**config.mk**
```make
export PLATFORM = sky130hd
export DESIGN_NAME = dual_grant_decoder
export DESIGN_NICKNAME = d
export VERILOG_FILES = /design/src/rtl/dual_priority_pkg.sv /design/src/rtl/index_decoder.sv /design/src/rtl/dual_grant_decoder.sv
export SDC_FILE = /design/constraint.sdc
export NUM_CORES = 1
export LEC_CHECK = 0
export ABC_AREA = 1
export BUFFER_PORTS_ARGS = -buffer_cell sky130_fd_sc_hd__buf_2
export CORE_UTILIZATION = 51
export CTS_CLUSTER_SIZE = 25
export DETAILED_ROUTE_END_ITERATION = 6
export PLACE_DENSITY = 0.75
export REMOVE_ABC_BUFFERS = 1
export SLEW_MARGIN = 20
export SYNTH_ARGS = -nofsm -noshare
export SYNTH_HDL_FRONTEND = slang
export SYNTH_SLANG_ARGS = --single-unit
```
**constraint.sdc**
```tcl
create_clock -name clk_i -period 1.5 [get_ports clk_i]
set_input_delay 0.3 -clock clk_i [delete_from_list [all_inputs] [get_ports clk_i]]
set_output_delay 0.3 -clock clk_i [all_outputs]
set_load 0.05 [all_outputs]
```
**src/rtl/dual_priority_pkg.sv**
```systemverilog
// dual_priority_pkg: shared constants, FSM state type and code range helper
// for the dual grant decoder.
//   N_REQ         number of request/grant lines
//   IDX_W         width of the 1-based index codes (2**IDX_W > N_REQ)
//   state_t       decoder FSM states
//   code_in_range 1 when a code is 0..N_REQ (0 = no request)
package dual_priority_pkg;

  localparam int N_REQ = 12;
  localparam int IDX_W = 4;

  typedef enum logic [1:0] {
    IDLE         = 2'd0,
    GRANT_FIRST  = 2'd1,
    GRANT_SECOND = 2'd2
  } state_t;

  function automatic logic code_in_range(input logic [IDX_W-1:0] code);
    return (code <= IDX_W'(N_REQ));
  endfunction

endpackage

```
**src/rtl/index_decoder.sv**
```systemverilog
// index_decoder: combinational 1-based index code to one-hot grant vector.
// Ports:
//   code    in  IDX_W  1..N_REQ selects line code-1; 0 = none
//   onehot  out N_REQ  decoded grant vector (all zero for 0 or out of range)
//   invalid out 1      code is above N_REQ
module index_decoder
  import dual_priority_pkg::*;
(
  input  logic [IDX_W-1:0] code,
  output logic [N_REQ-1:0] onehot,
  output logic             invalid
);

  // Decode the code to a single line; out-of-range codes never match a line.
  always_comb begin
    onehot  = {N_REQ{1'b0}};
    invalid = !code_in_range(code);
    for (int i = 0; i < N_REQ; i++) begin
      if (code == IDX_W'(i + 1)) begin
        onehot[i] = 1'b1;
      end else begin
        onehot[i] = 1'b0;
      end
    end
  end

endmodule

```
**src/rtl/dual_grant_decoder.sv**
```systemverilog
// dual_grant_decoder: turns a (first, second) index pair from the dual
// priority encoder into one-hot grants, issued one at a time over a
// grant/ack handshake after a valid/ready accept.
// Build option: define DUAL_GRANT_DECODER_MERGE_EN to present both grants
// together as a single two-hot grant acknowledged once.
// Ports:
//   clk_i         in  1      clock, rising edge
//   rst_i         in  1      synchronous active-high reset
//   first_i       in  IDX_W  first index (0 = none)
//   second_i      in  IDX_W  second index (0 = none)
//   valid_i       in  1      pair valid
//   ready_o       out 1      pair can be accepted (IDLE only)
//   grant_o       out N_REQ  registered grant vector
//   grant_valid_o out 1      grant_o is presented
//   grant_ack_i   in  1      consumer accepts current grant
//   done_o        out 1      one-cycle pulse after the pair completes
//   err_o         out 1      sticky: an out-of-range code was accepted
module dual_grant_decoder
  import dual_priority_pkg::*;
(
  input  logic             clk_i,
  input  logic             rst_i,
  input  logic [IDX_W-1:0] first_i,
  input  logic [IDX_W-1:0] second_i,
  input  logic             valid_i,
  output logic             ready_o,
  output logic [N_REQ-1:0] grant_o,
  output logic             grant_valid_o,
  input  logic             grant_ack_i,
  output logic             done_o,
  output logic             err_o
);

  state_t           state, state_n;
  logic [N_REQ-1:0] grant, grant_n;
  logic [N_REQ-1:0] pend, pend_n;     // second grant waiting behind the first
  logic             gvalid, gvalid_n;
  logic             done, done_n;
  logic             err, err_n;

  logic [N_REQ-1:0] first_vec, second_raw, second_vec;
  logic             first_inv, second_inv;
  logic             accept;

  index_decoder u_dec_first (
    .code    (first_i),
    .onehot  (first_vec),
    .invalid (first_inv)
  );

  index_decoder u_dec_second (
    .code    (second_i),
    .onehot  (second_raw),
    .invalid (second_inv)
  );

  // A duplicate of the first code would grant the same line twice, so drop it.
  assign second_vec = (second_i == first_i) ? {N_REQ{1'b0}} : second_raw;
  assign ready_o    = (state == IDLE);
  assign accept     = valid_i && ready_o;

  // State and output registers with synchronous reset.
  always_ff @(posedge clk_i) begin
    if (rst_i) begin
      state  <= IDLE;
      grant  <= {N_REQ{1'b0}};
      pend   <= {N_REQ{1'b0}};
      gvalid <= 1'b0;
      done   <= 1'b0;
      err    <= 1'b0;
    end else begin
      state  <= state_n;
      grant  <= grant_n;
      pend   <= pend_n;
      gvalid <= gvalid_n;
      done   <= done_n;
      err    <= err_n;
    end
  end

  // Next-state and next-output logic.
  always_comb begin
    state_n  = state;
    grant_n  = grant;
    pend_n   = pend;
    gvalid_n = gvalid;
    done_n   = 1'b0;
    err_n    = err | (accept & (first_inv | second_inv));
    case (state)
      IDLE: begin
        if (valid_i) begin
`ifdef DUAL_GRANT_DECODER_MERGE_EN
          if ((first_vec | second_vec) != {N_REQ{1'b0}}) begin
            state_n  = GRANT_FIRST;
            grant_n  = first_vec | second_vec;
            pend_n   = {N_REQ{1'b0}};
            gvalid_n = 1'b1;
          end else begin
            done_n   = 1'b1;
          end
`else
          if (first_vec != {N_REQ{1'b0}}) begin
            state_n  = GRANT_FIRST;
            grant_n  = first_vec;
            pend_n   = second_vec;
            gvalid_n = 1'b1;
          end else if (second_vec != {N_REQ{1'b0}}) begin
            state_n  = GRANT_SECOND;
            grant_n  = second_vec;
            pend_n   = {N_REQ{1'b0}};
            gvalid_n = 1'b1;
          end else begin
            done_n   = 1'b1;
          end
`endif
        end else begin
          state_n = IDLE;
        end
      end
      GRANT_FIRST: begin
        if (grant_ack_i) begin
          if (pend != {N_REQ{1'b0}}) begin
            // Hand over to the second grant on the same edge: no bubble.
            state_n = GRANT_SECOND;
            grant_n = pend;
            pend_n  = {N_REQ{1'b0}};
          end else begin
            state_n  = IDLE;
            grant_n  = {N_REQ{1'b0}};
            gvalid_n = 1'b0;
            done_n   = 1'b1;
          end
        end else begin
          state_n = GRANT_FIRST;
        end
      end
      GRANT_SECOND: begin
        if (grant_ack_i) begin
          state_n  = IDLE;
          grant_n  = {N_REQ{1'b0}};
          gvalid_n = 1'b0;
          done_n   = 1'b1;
        end else begin
          state_n = GRANT_SECOND;
        end
      end
      default: begin
        state_n  = IDLE;
        grant_n  = {N_REQ{1'b0}};
        pend_n   = {N_REQ{1'b0}};
        gvalid_n = 1'b0;
      end
    endcase
  end

  assign grant_o       = grant;
  assign grant_valid_o = gvalid;
  assign done_o        = done;
  assign err_o         = err;

endmodule

```
==> results, run 1 <==
- The worst setup path is launched from an input pin.
- CTS built an H-tree with a depth of 2.
- The count of pins over their slew limit came to 0.
- The maximum fanout count along the critical path is 8.
- The area enclosed by the die boundary is 4080 sq um.
- The die is 63.8 um tall.
- Data on the critical path is required at its endpoint by 1.70 ns.
- In this run the deepest clock path goes through 2 buffers.
- The row count is 22.
- The via count of the first global-routing pass is 2491.
- Clock-pin slew was measured on the worst setup and hold paths at 0.07 ns.
- Cells fill 88.2% of the core in the end.
- The total track usage is 38.4%.
- The maximum number of pins on one net before global-route repair is 16.
- The power consumption is 3.17 mW.
- The first detailed-routing pass took 5 iterations.
- The hold path depth is 3.
- Compared with the post-synthesis result, the final layout area differs by 65.6%.
- The count of cell types in the netlist is 26.
- The number of antenna violations at the first check in global routing was 0.
- Sequential cells were found to cover 29.8% of the synthesized design area.
- In this run, synthesis inferred 0 flip-flops with an integrated enable.
- The initial utilization of the core area, before any placement, comes to 53.3%.
- The cell depth of the worst flop-to-flop path is 10.
- Max-cap violations in this run came to 0.
- The signal on the critical path passes through buf_6 > inv_2 > nand2_1 > nand2_2 > nor2_4 > nand2_4 > o21ai_2 > nand2_2 > nor2_4 > nand2_8 > nand3_4 > nand2_1 > a21oi_1.
- The number of flip-flops and latches in the synthesized netlist is 29.
- The kind of critical path is in -> reg.
- The clock drives 29 sinks.
- Input and output buffers added on the ports amount to 27.
- The count of endpoints failing setup in the final report is 26.
- The run finished, with violations left.
- After the first detailed-routing iteration, the DRC count stood at 466.
- Summing every instance area after synthesis gives ~2000 sq um.
- The post-synthesis area per instance is roughly 6.1 sq um.
- Headroom to the max-slew limit came out at 62.5%.
- The worst hold path belongs to the class in -> reg.
- The core region area is 3660 sq um.
- STA puts the critical path data arrival time at 1.92 ns.
- The hold violation total from the final report was 0.
- At the pin with the least slew margin, the transition time is 0.562 ns.
- The clock tree root driver cell is clkbuf_8.
- At the end of the flow, the number of nets in the layout was 443.
- The placed instance area is 2570 sq um.
- In this run the remaining antenna-violating nets after routing total 0.
- The number of buffers created by CTS is 5.
- The worst supply voltage drop on vdd is about 0.00075 V.
- The number of antenna diodes in the final layout is 0.
- Measured along the x axis, the die boundary spans 63.8 um.
- The half-perimeter wire length after detailed placement is between 4 and 5 mm.
- The worst clock skew on the final layout is 0.00930 ns.
- Of all flip-flops after synthesis, the portion carrying an async set or reset was 0%.
- In the final routed layout, each cell accounts on average for ~18 um.
- The highest cell delay on the worst timing path is 0.27 ns.
- The clock tree from TritonCTS is yes.
- The number of ports placed on the die boundary is 28.
- The power density over cell area is 981 nW/um^2.
- The total global routing overflow is 0.
- Setup repair after global routing could not meet its margin everywhere.
- In the final layout, the share of cells above drive strength 1 is 51.2%.
- Routability-driven placement finished with a final weighted congestion of 1.02.
- After layout, the worst path uses 114% of the clock period.
- The minimum period implied by the final worst setup slack is 1.72 ns.
- For this block, the routed nets add up to 8.75 mm of wire.
- Once routing completed, OpenROAD measured the worst setup slack at -0.217 ns.
- The worst hold-check slack is 0.283 ns.
- The count of warnings emitted by yosys is 0.
- The nature of the critical path endpoint is a flop.
- The final instance area is 3230 sq um.
- The highest-delay cell along the critical path is nor2_4.
- The first global-routing pass estimated 11.9 mm of wire.
- The later-pin clock latency in the skew report is 0.29 ns.
- Timing would allow up to 582 MHz.
- The checks that failed: setup timing.
- Among all flip-flop cells after synthesis, the most frequent one is dfxtp_1.
- The routed layout has 2825 vias.
- In the routed layout, each cell is associated on average with a via count of slightly below 6.
- The analysis attributes to cell leakage a power of 1.54 nW.
- The worst setup slack before clock tree synthesis is -0.396 ns.
- In the synthesized netlist, the number of instances is 319.
- The number of remaining DRC errors is 0.
power by group:
group / internal, mW / switching, mW
combinational: 0.547 / 0.868
sequential: 0.851 / 0.0385
clock: 0.541 / 0.322
total: 1.94 / 1.23
layout by cell type, fill, tap and decap left out, types with 4 or more instances in the layout:
master,n
o21ai_0,4
buf_4,78
dfxtp_2,5
nand2_1,58
nand4_1,20
nor2_2,7
buf_6,11
clkbuf_8,6
a21oi_2,11
buf_2,19
inv_2,15
dfxtp_1,24
nand3_4,6
nand3_1,5
inv_1,20
inv_4,4
nor2_1,53
nand2_4,9
o21ai_2,5
nor2_4,6
a21oi_1,18
nand2_2,28
o221ai_1,4
cells by family after synthesis:
family	synth area share [%]
compound gates	14.4
buf+inv	11.7
flops	29.8
simple gates	44.1
Yosys cell counts, types with 4 or more instances:
cell type | count | area [sq um]
nand2_1 | 85 | 319
nor2_1 | 64 | 240
inv_1 | 36 | 135
dfxtp_1 | 29 | 581
a21oi_1 | 23 | 115
nand4_1 | 20 | 125
o21ai_0 | 9 | 45.0
nand2_2 | 7 | 43.8
nand3_1 | 7 | 35.0
a21oi_2 | 6 | 52.6
clkbuf_1 | 5 | 18.8
buf_6 | 4 | 45.0
inv_2 | 4 | 15.0
o221ai_1 | 4 | 35.0
repair_timing:
action                                  in CTS  in global routing
pin swaps                                   19                 29
hold buffers                                 0                  0
gates cloned                                 6                  0
buffers inserted                            11                 13
endpoints found under the setup margin      25                 27
gates resized for setup                     45                 69
metrics by stage:
| step | setup TNS [ns] | cells |
|---|---|---|
| final | -2.57 | 480 |
| after global routing | -4.74 | 480 |
| after CTS | -0.294 | 472 |
| after detailed placement | -8.41 | 447 |
| after global placement | -7.27 | 447 |
| after floorplan | -25.20 | 307 |
final timing paths:
| path | start | to | slack [ns] |
|---|---|---|---|
| min | grant_ack_i | done_o | 0.28 |
| min reg2reg | grant_o[0] | grant_o[0] | 0.44 |
| max | first_i[1] | grant_o[10] | -0.22 |
| max reg2reg | state[0] | grant_o[10] | -0.20 |
area by class of cell:
class | instances | area (sq um)
Sequential cell | 29 | 587
Clock buffer | 7 | 86.3
Tap cell | 48 | 60.1
Timing Repair Buffer | 111 | 865
Clock inverter | 1 | 30.0
Multi-Input combinational cell | 244 | 1440
Fill cell | 187 | 432
Inverter | 40 | 164
metal layers:
layer  GRT usage, %  up-vias  part of all wire, %
li1               -     1258                    -
met1           48.8     1296                   37
met2           62.1      203                   47
met3           8.21       68                   10
met4           16.5        0                  5.4
met5              0        -                    0
state kept, by name (all words and copies together), names as in the netlist:
register and cells:
grant_valid_o 1, pend 12, done_o 1, grant_o 12, state 2, err_o 1
critical path, delay by kind of cell:
family                 cells  cell delay, ns
buffers and inverters      2            0.14
and+or+nand+nor            9            1.13
AOI/OAI and AO/OA          2            0.33
Power figures use the tool's default switching activity.
==> run 2, diff against run 1 <==
- BUFFER_PORTS_ARGS: -buffer_cell sky130_fd_sc_hd__buf_2 -> not set
- CORE_UTILIZATION: 51 -> 55
- DONT_BUFFER_PORTS: not set -> 1
- PLACE_DENSITY: 0.75 -> 0.73
- RECOVER_POWER: not set -> 100
==> results, run 2 (synthesized netlist as in run 1, its figures left out) <==
- The combinational share of power is between 30 and 40%.
- Summed over all cells, the static leakage comes to 1.25 nW.
- Clock skew on the completed layout was measured at ~0.016 ns.
- In this run the deepest clock path goes through 2 buffers.
- After clock tree synthesis, the clock-pin slew on the worst setup and hold paths is 0.11 ns.
- The portion of total power attributed to sequential cells is 37.5%.
- The repair_antennas step left the layout with diodes totalling 0.
- In the final routed layout, each cell accounts on average for about 15 um.
- In the routed design, unresolved DRC markers number 0.
- Traced cell by cell, the critical path runs through inv_2 > nand4_1 > nor3_4 > nand2_2 > nand2_2 > nor2_4 > buf_6 > nand4_1 > a21oi_1.
- The later-pin clock latency in the skew report is 0.34 ns.
- The count of endpoints failing setup in the final report is 6.
- The highest cell delay on the worst timing path is around 0.33 ns.
- The number of antenna violations at the first check in global routing is 0.
- The via count of the routed design is ~2400.
- The final instance area is 2690 sq um.
- The total area inside the core boundary comes to 3360 sq um.
- The pre-antenna-repair detailed-routing pass consisted of 6 iterations.
- The clock tree root driver cell is clkbuf_4.
- The global-route wire length before repair is 9.73 mm.
- The starting utilization of the core area is just under 60%.
- The final core area utilization is about 80%.
- The data arrival time of the critical path is 1.75 ns.
- The maximum operating frequency is 656 MHz.
- The post-route fraction of the period consumed by the critical path is 102%.
- The via count of the first global-routing pass is 2141.
- At the end of routability-driven placement, the weighted congestion stood at approximately 1.0.
- For this run the aggregate overflow at the end of global routing stands at 0.
- The placed instance area is 2390 sq um.
- The H-tree was split into 2 levels.
- The power consumption is around 2.7 mW.
- The number of buffers and inverters on the critical path is 2.
- In this run the horizontal extent of the chip is about 60 um.
- The count of nets left with antenna violations once routing finished came out at 0.
- Once detailed placement completed, the half-perimeter wirelength came to 4.55 mm.
- In the layout the commonest cells are nand2_1, buf_4, nor2_1, inv_1, dfxtp_1.
- The worst setup path is launched from a flop.
- The library cell used most frequently in the layout, excluding fill and tap cells, is nand2_1.
- The internal power contribution is 1.65 mW.
- The nature of the critical path endpoint is a flop.
- The minimum period implied by the final worst setup slack is 1.52 ns.
- Global routing used about 36% of the available tracks.
- In this run the count of I/O pins placed on the die edge is 28.
- The run finished, with violations left.
- The worst supply voltage drop on vdd is 0.000788 V.
- The analysis attributes to net switching a power of approximately 1.0 mW.
- The final layout contains routed wiring with a total length of 6.58 mm.
- Setup repair after global routing could not meet its margin everywhere.
- For the pin with the worst max-slew slack, the measured transition is around 0.55 ns.
- For this run, the post-layout net count is 396.
- The minimum setup slack in the final design is -0.0239 ns.
- For this design the ratio of total power to cell area is 999 nW/um^2.
- The number of buffers created by CTS is 5.
- The type of the tightest min-delay check is in -> reg.
- Of the total power, the share spent switching nets is about two fifths.
- The hold violation total from the final report is 0.
- The kind of critical path is reg -> reg.
- The height of the die is 61.6 um.
- The first routing iteration left 144 violations.
- The required time of the critical path is around 1.7 ns.
- Port buffering added 0 buffers.
- The area enclosed by the die boundary is approximately 3800 sq um.
- The maximum fanout count along the critical path is 4.
- The remaining max-slew budget at the tightest pin is 63.3%.
- Cells with a size suffix above 1 make up 34.8% of the layout.
- TritonCTS built the clock tree.
- The final reports fail on setup timing.
- The worst hold-check slack is 0.00668 ns.
- The cell family with the largest share of critical-path delay is simple AND/OR/NAND/NOR gates.
- Per report_power, the clock group accounts for 25.9% of the total.
- The row count is 21.
- The worst-case register-to-register setup slack is -0.02 ns.
- Max-cap violations in this run came to 0.
- The count of pins over their slew limit is 0.
- The highest-delay cell along the critical path is dfxtp_2.
- Relative to the synthesized area, the layout overhead comes to 37.9%.
- The clock drives 29 sinks.
- Entering global routing, the biggest net connects 16 pins.
- After detailed routing, the number of vias per cell comes to 5.58.
## run 2: cell count changes in the layout (fill, tap and decap cells not counted), sizes merged
cell	before	now
clkinvlp	1	0
inv	39	40
buf	111	64
nand3	14	13
dlygate4sd3	0	1
## run 2: worst reg2reg max path, cell delays in order, from the launching register on
cell,delay (ns)
dfxtp_2,0.33
inv_2,0.06
nand4_1,0.16
nor3_4,0.28
nand2_2,0.08
nand2_2,0.11
nor2_4,0.08
buf_6,0.14
nand4_1,0.11
a21oi_1,0.08
## run 2: per-stage QoR
stage / std cells / TNS, ns / worst slack (ns)
floorplan: 307 / -25.20 / -0.937
global placement: 412 / -5.05 / -0.253
detailed placement: 412 / -4.69 / -0.234
CTS: 425 / -0.0243 / -0.0155
global route: 431 / -1.22 / -0.0986
finish: 431 / -0.0674 / -0.0239
## run 2: area by class of cell
type / instances / area (sq um)
clock buffer: 7 / 55.1
clock inverter: 1 / 30.0
fill: 250 / 673
inverter: 40 / 155
multi-input combinational: 243 / 1290
sequential: 29 / 588
tap: 46 / 57.6
timing repair buffer: 65 / 510
## run 2: per-layer routing
metal / track usage [%] / vias up / share of wire, %
met1: 47.1 / 1091 / 40
met5: 0 / - / 0
met2: 58.4 / 133 / 47
li1: - / 1160 / -
met3: 7.14 / 23 / 10
met4: 13.0 / 0 / 2.7
## run 2: path summary, 6_finish.rpt
| path | start | to | cells past startpoint |
|---|---|---|---|
| max | pend[8] | pend[1] | 9 |
| max reg2reg | pend[8] | pend[1] | 9 |
| min reg2reg | pend[11] | pend[11] | 2 |
| min | rst_i | done_o | 1 |
## run 2: power by group through the flow
stage                     sequential (mW)  combinational [mW]  clock (mW)
after global placement               1.02               0.788           0
after detailed placement             1.02               0.799           0
after global routing                 1.02                1.06       0.732
after floorplan                      1.01               0.473           0
final                                1.01               0.983       0.697
after CTS                            1.01               0.877       0.697
## run 2: timing repair
action                                  in CTS  in global routing
gates cloned                                 4                  1
resized for setup                           19                 22
hold buffers                                 0                  1
buffers inserted                             2                  4
hold endpoints to repair                     0                  2
pin swaps                                   13                  7
endpoints found under the setup margin      19                 27
==> run 3, diff against run 2 <==
- PLACE_DENSITY: 0.73 -> 0.7
- clock period: 1.5 -> 1.6 ns (I/O delays scaled with it)
==> results, run 3 (synthesized netlist as in run 1, its figures left out) <==
- The run finished, with violations left.
- The checks that failed: setup timing.
- The initial DRC count is 278.
- The share of total power dissipated in the clock network is 25.3%.
- The switching power share of the total is 38.5%.
- In this run the vertical extent of the chip is 61.6 um.
- The core region area is 3360 sq um.
- The combinational share of power is 38.1%.
- STA classifies the critical path endpoint as a flop.
- Counting the fill cells in the layout gives 237.
- During I/O placement, the number of pins put on the boundary was 28.
- The internal power contribution is 1.59 mW.
- 0 antenna diodes ended up in the layout.
- The congestion estimate from routability-driven global placement came to 0.970.
- The finished layout holds 427 standard cells, fillers aside.
- The total iterations of the first detailed-routing run is 5.
- Setup repair after global routing could not meet its margin everywhere.
- The total track usage is 32.9%.
- After global routing the overflow that remains totals 0.
- The worst-case register-to-register setup slack is -0.04 ns.
- The count of input and output buffers is 0.
- Clock tree synthesis inserted a total of 5 buffers.
- The first global-routing pass estimated 8.87 mm of wire.
- The via count of the first global-routing pass is 1999.
- The average wire length per cell after detail routing is around 15 um.
- The smallest clock period supported by the final layout is computed as 1.64 ns.
- The horizontal extent of the die is slightly above 60 um.
- The layout overhead on the synthesized area is 39.1%.
- The transition at the pin with the smallest max-transition slack is 0.570 ns.
- The worst path uses 103% of the clock period.
- The required time of the critical path is 1.83 ns.
- The start point of the critical path is pend[3].
- The number of antenna violations at the first check in global routing is 0.
- The power dissipated by switching net loads is 0.993 mW.
- The cell depth of the worst flop-to-flop path is 12.
- The startpoint identified for the worst register-to-register timing path is pend[3].
- The half-perimeter wire length after detailed placement is 4.32 mm.
- In the routed layout, each cell is associated on average with a via count of 5.58.
- The maximum operating frequency is approximately 610 MHz.
- The worst hold-check slack is 0.0236 ns.
- In this run the static leakage power is 1.25 nW.
- The later-pin clock latency in the skew report is 0.34 ns.
- The end of the critical path is pend[0].
- On the final layout, the worst clock skew is 0.00763 ns.
- Entering global routing, the biggest net connects 16 pins.
- The deepest level of the CTS H-tree is 2.
- The buffer levels on the longest clock path is 2.
- Measured against its own limit, the worst slew margin works out to 61.9%.
- The number of nets in the layout is 392.
- The via count of the routed design is 2382.
- The count of endpoints failing setup in the final report is 5.
- The critical path in this run is classified as reg -> reg.
- Across the VDD grid, the largest voltage drop is 0.000722 V.
- The type of the tightest min-delay check is in -> reg.
- Across the run, the number of max-cap violations was 0.
- The clock tree root driver cell is clkbuf_4.
- The clock tree from TritonCTS is yes.
- The post-route antenna net violation count is 0.
- Wires add up to 6.51 mm.
- Cells with a size suffix above 1 make up a little over a third of the layout.
- The count of pins over their slew limit is 0.
- In this run the critical register-to-register path is captured at pend[0].
- Leaving out fill and tap cells, the most frequent cell in the layout is nand2_1.
- The clock net in this run drives a total of 29 sinks.
- The row count is 21.
- The data arrival time of the critical path is about 1.9 ns.
- The hold violation total from the final report is 0.
- The maximum fanout count along the critical path is 6.
- The initial utilization of the core area, before any placement, comes to between 50% and 60%.
- The library cells used most frequently in the layout, excluding fill and tap cells, are nand2_1, nor2_1, buf_4, inv_1, dfxtp_1.
- The portion of total power attributed to sequential cells is between 30 and 40%.
- The floorplan step defined a die boundary enclosing 3790 sq um.
- After clock tree synthesis, the clock-pin slew on the worst setup and hold paths is 0.10 ns.
- The number of remaining DRC errors is 0.
- STA classifies the critical path startpoint as a flop.
- In this run the power density over the cells is 952 nW/um^2.
- The instance count after placement with tap cells included is about 400.
- The minimum setup slack in the final design is -0.0426 ns.
- Buffers inserted to repair hold after CTS numbered 0.
==> run 3: changes by cell type in the layout (fill, tap and decap cells not counted), moves of 2 or more <==
cell,delta
nor2_1,-2
inv_1,-2
clkinvlp_4,+2
buf_12,+3
nor2_2,+2
nand3_4,+2
buf_4,-8
inv_2,+2
==> run 3: what timing repair did <==
action | in CTS | in global routing
gates cloned | 1 | 4
setup buffers | 0 | 16
resized for setup | 7 | 38
endpoints found under the hold margin | 0 | 0
pin swaps | 2 | 21
setup endpoints to repair | 20 | 25
==> run 3: worst min-delay path by stage <==
stage,from,slack [ns],cells after the start,end
6_report,rst_i,0.02,1,state[0]
3_5_place_dp,rst_i,0.39,1,grant_o[4]
2_1_floorplan,rst_i,0.38,1,grant_o[2]
4_1_cts,rst_i,0.02,1,grant_o[4]
5_1_grt,rst_i,0.006,1,pend[8]
3_3_place_gp,rst_i,0.38,1,grant_o[8]
==> run 3: metrics by stage <==
| step | total power [mW] | cell area [sq um] | worst slack, ns | TNS [ns] | util (%) |
|---|---|---|---|---|---|
| after floorplan | 1.39 | 1870 | -0.837 | -22.22 | - |
| after CTS | 2.37 | 2430 | 0.0143 | 0 | 72.2 |
| after detailed placement | 1.69 | 2300 | -0.165 | -2.66 | 68.5 |
| after global placement | 1.69 | 2300 | -0.169 | -2.63 | 68.5 |
| after global routing | 2.71 | 2710 | -0.119 | -1.49 | 80.7 |
| final | 2.58 | 2710 | -0.0426 | -0.0517 | 80.7 |
==> run 3: metal layers <==
layer | global-route usage (%) | wire length (um) | up-vias
li1 | - | - | 1160
met3 | 7.14 | 584 | 18
met2 | 51.3 | 3000 | 117
met5 | 0 | 0 | -
met4 | 15.6 | 201 | 0
met1 | 43.1 | 2720 | 1087
==> run 3: critical path, stage by stage (launching register included) <==
cell and delay [ns]:
dfxtp_1 0.33, inv_2 0.06, nand4_1 0.10, nor3_2 0.24
buf_4 0.16, nand2_2 0.04, nand2_2 0.10, nor2_4 0.05
buf_12 0.14, nand3_4 0.12, nand2_1 0.06, nand2_1 0.08
nor2_1 0.06
==> run 3: area by class of cell <==
type	count	area, sq um	area share (%)
clock buffers	6	51.3	1.89
clock inverters	2	37.5	1.38
inverters	40	156	5.77
multi-input cells	243	1310	48.2
flip-flops and latches	29	591	21.8
well taps	46	57.6	2.12
repair buffers	61	510	18.8
==> run 3: power groups by stage <==
stage	Clock [mW]	Sequential, mW	Combinational, mW
after floorplan	0	0.950	0.443
after global placement	0	0.955	0.731
after detailed placement	0	0.958	0.736
after CTS	0.659	0.942	0.773
after global routing	0.683	0.957	1.07
final	0.653	0.946	0.983
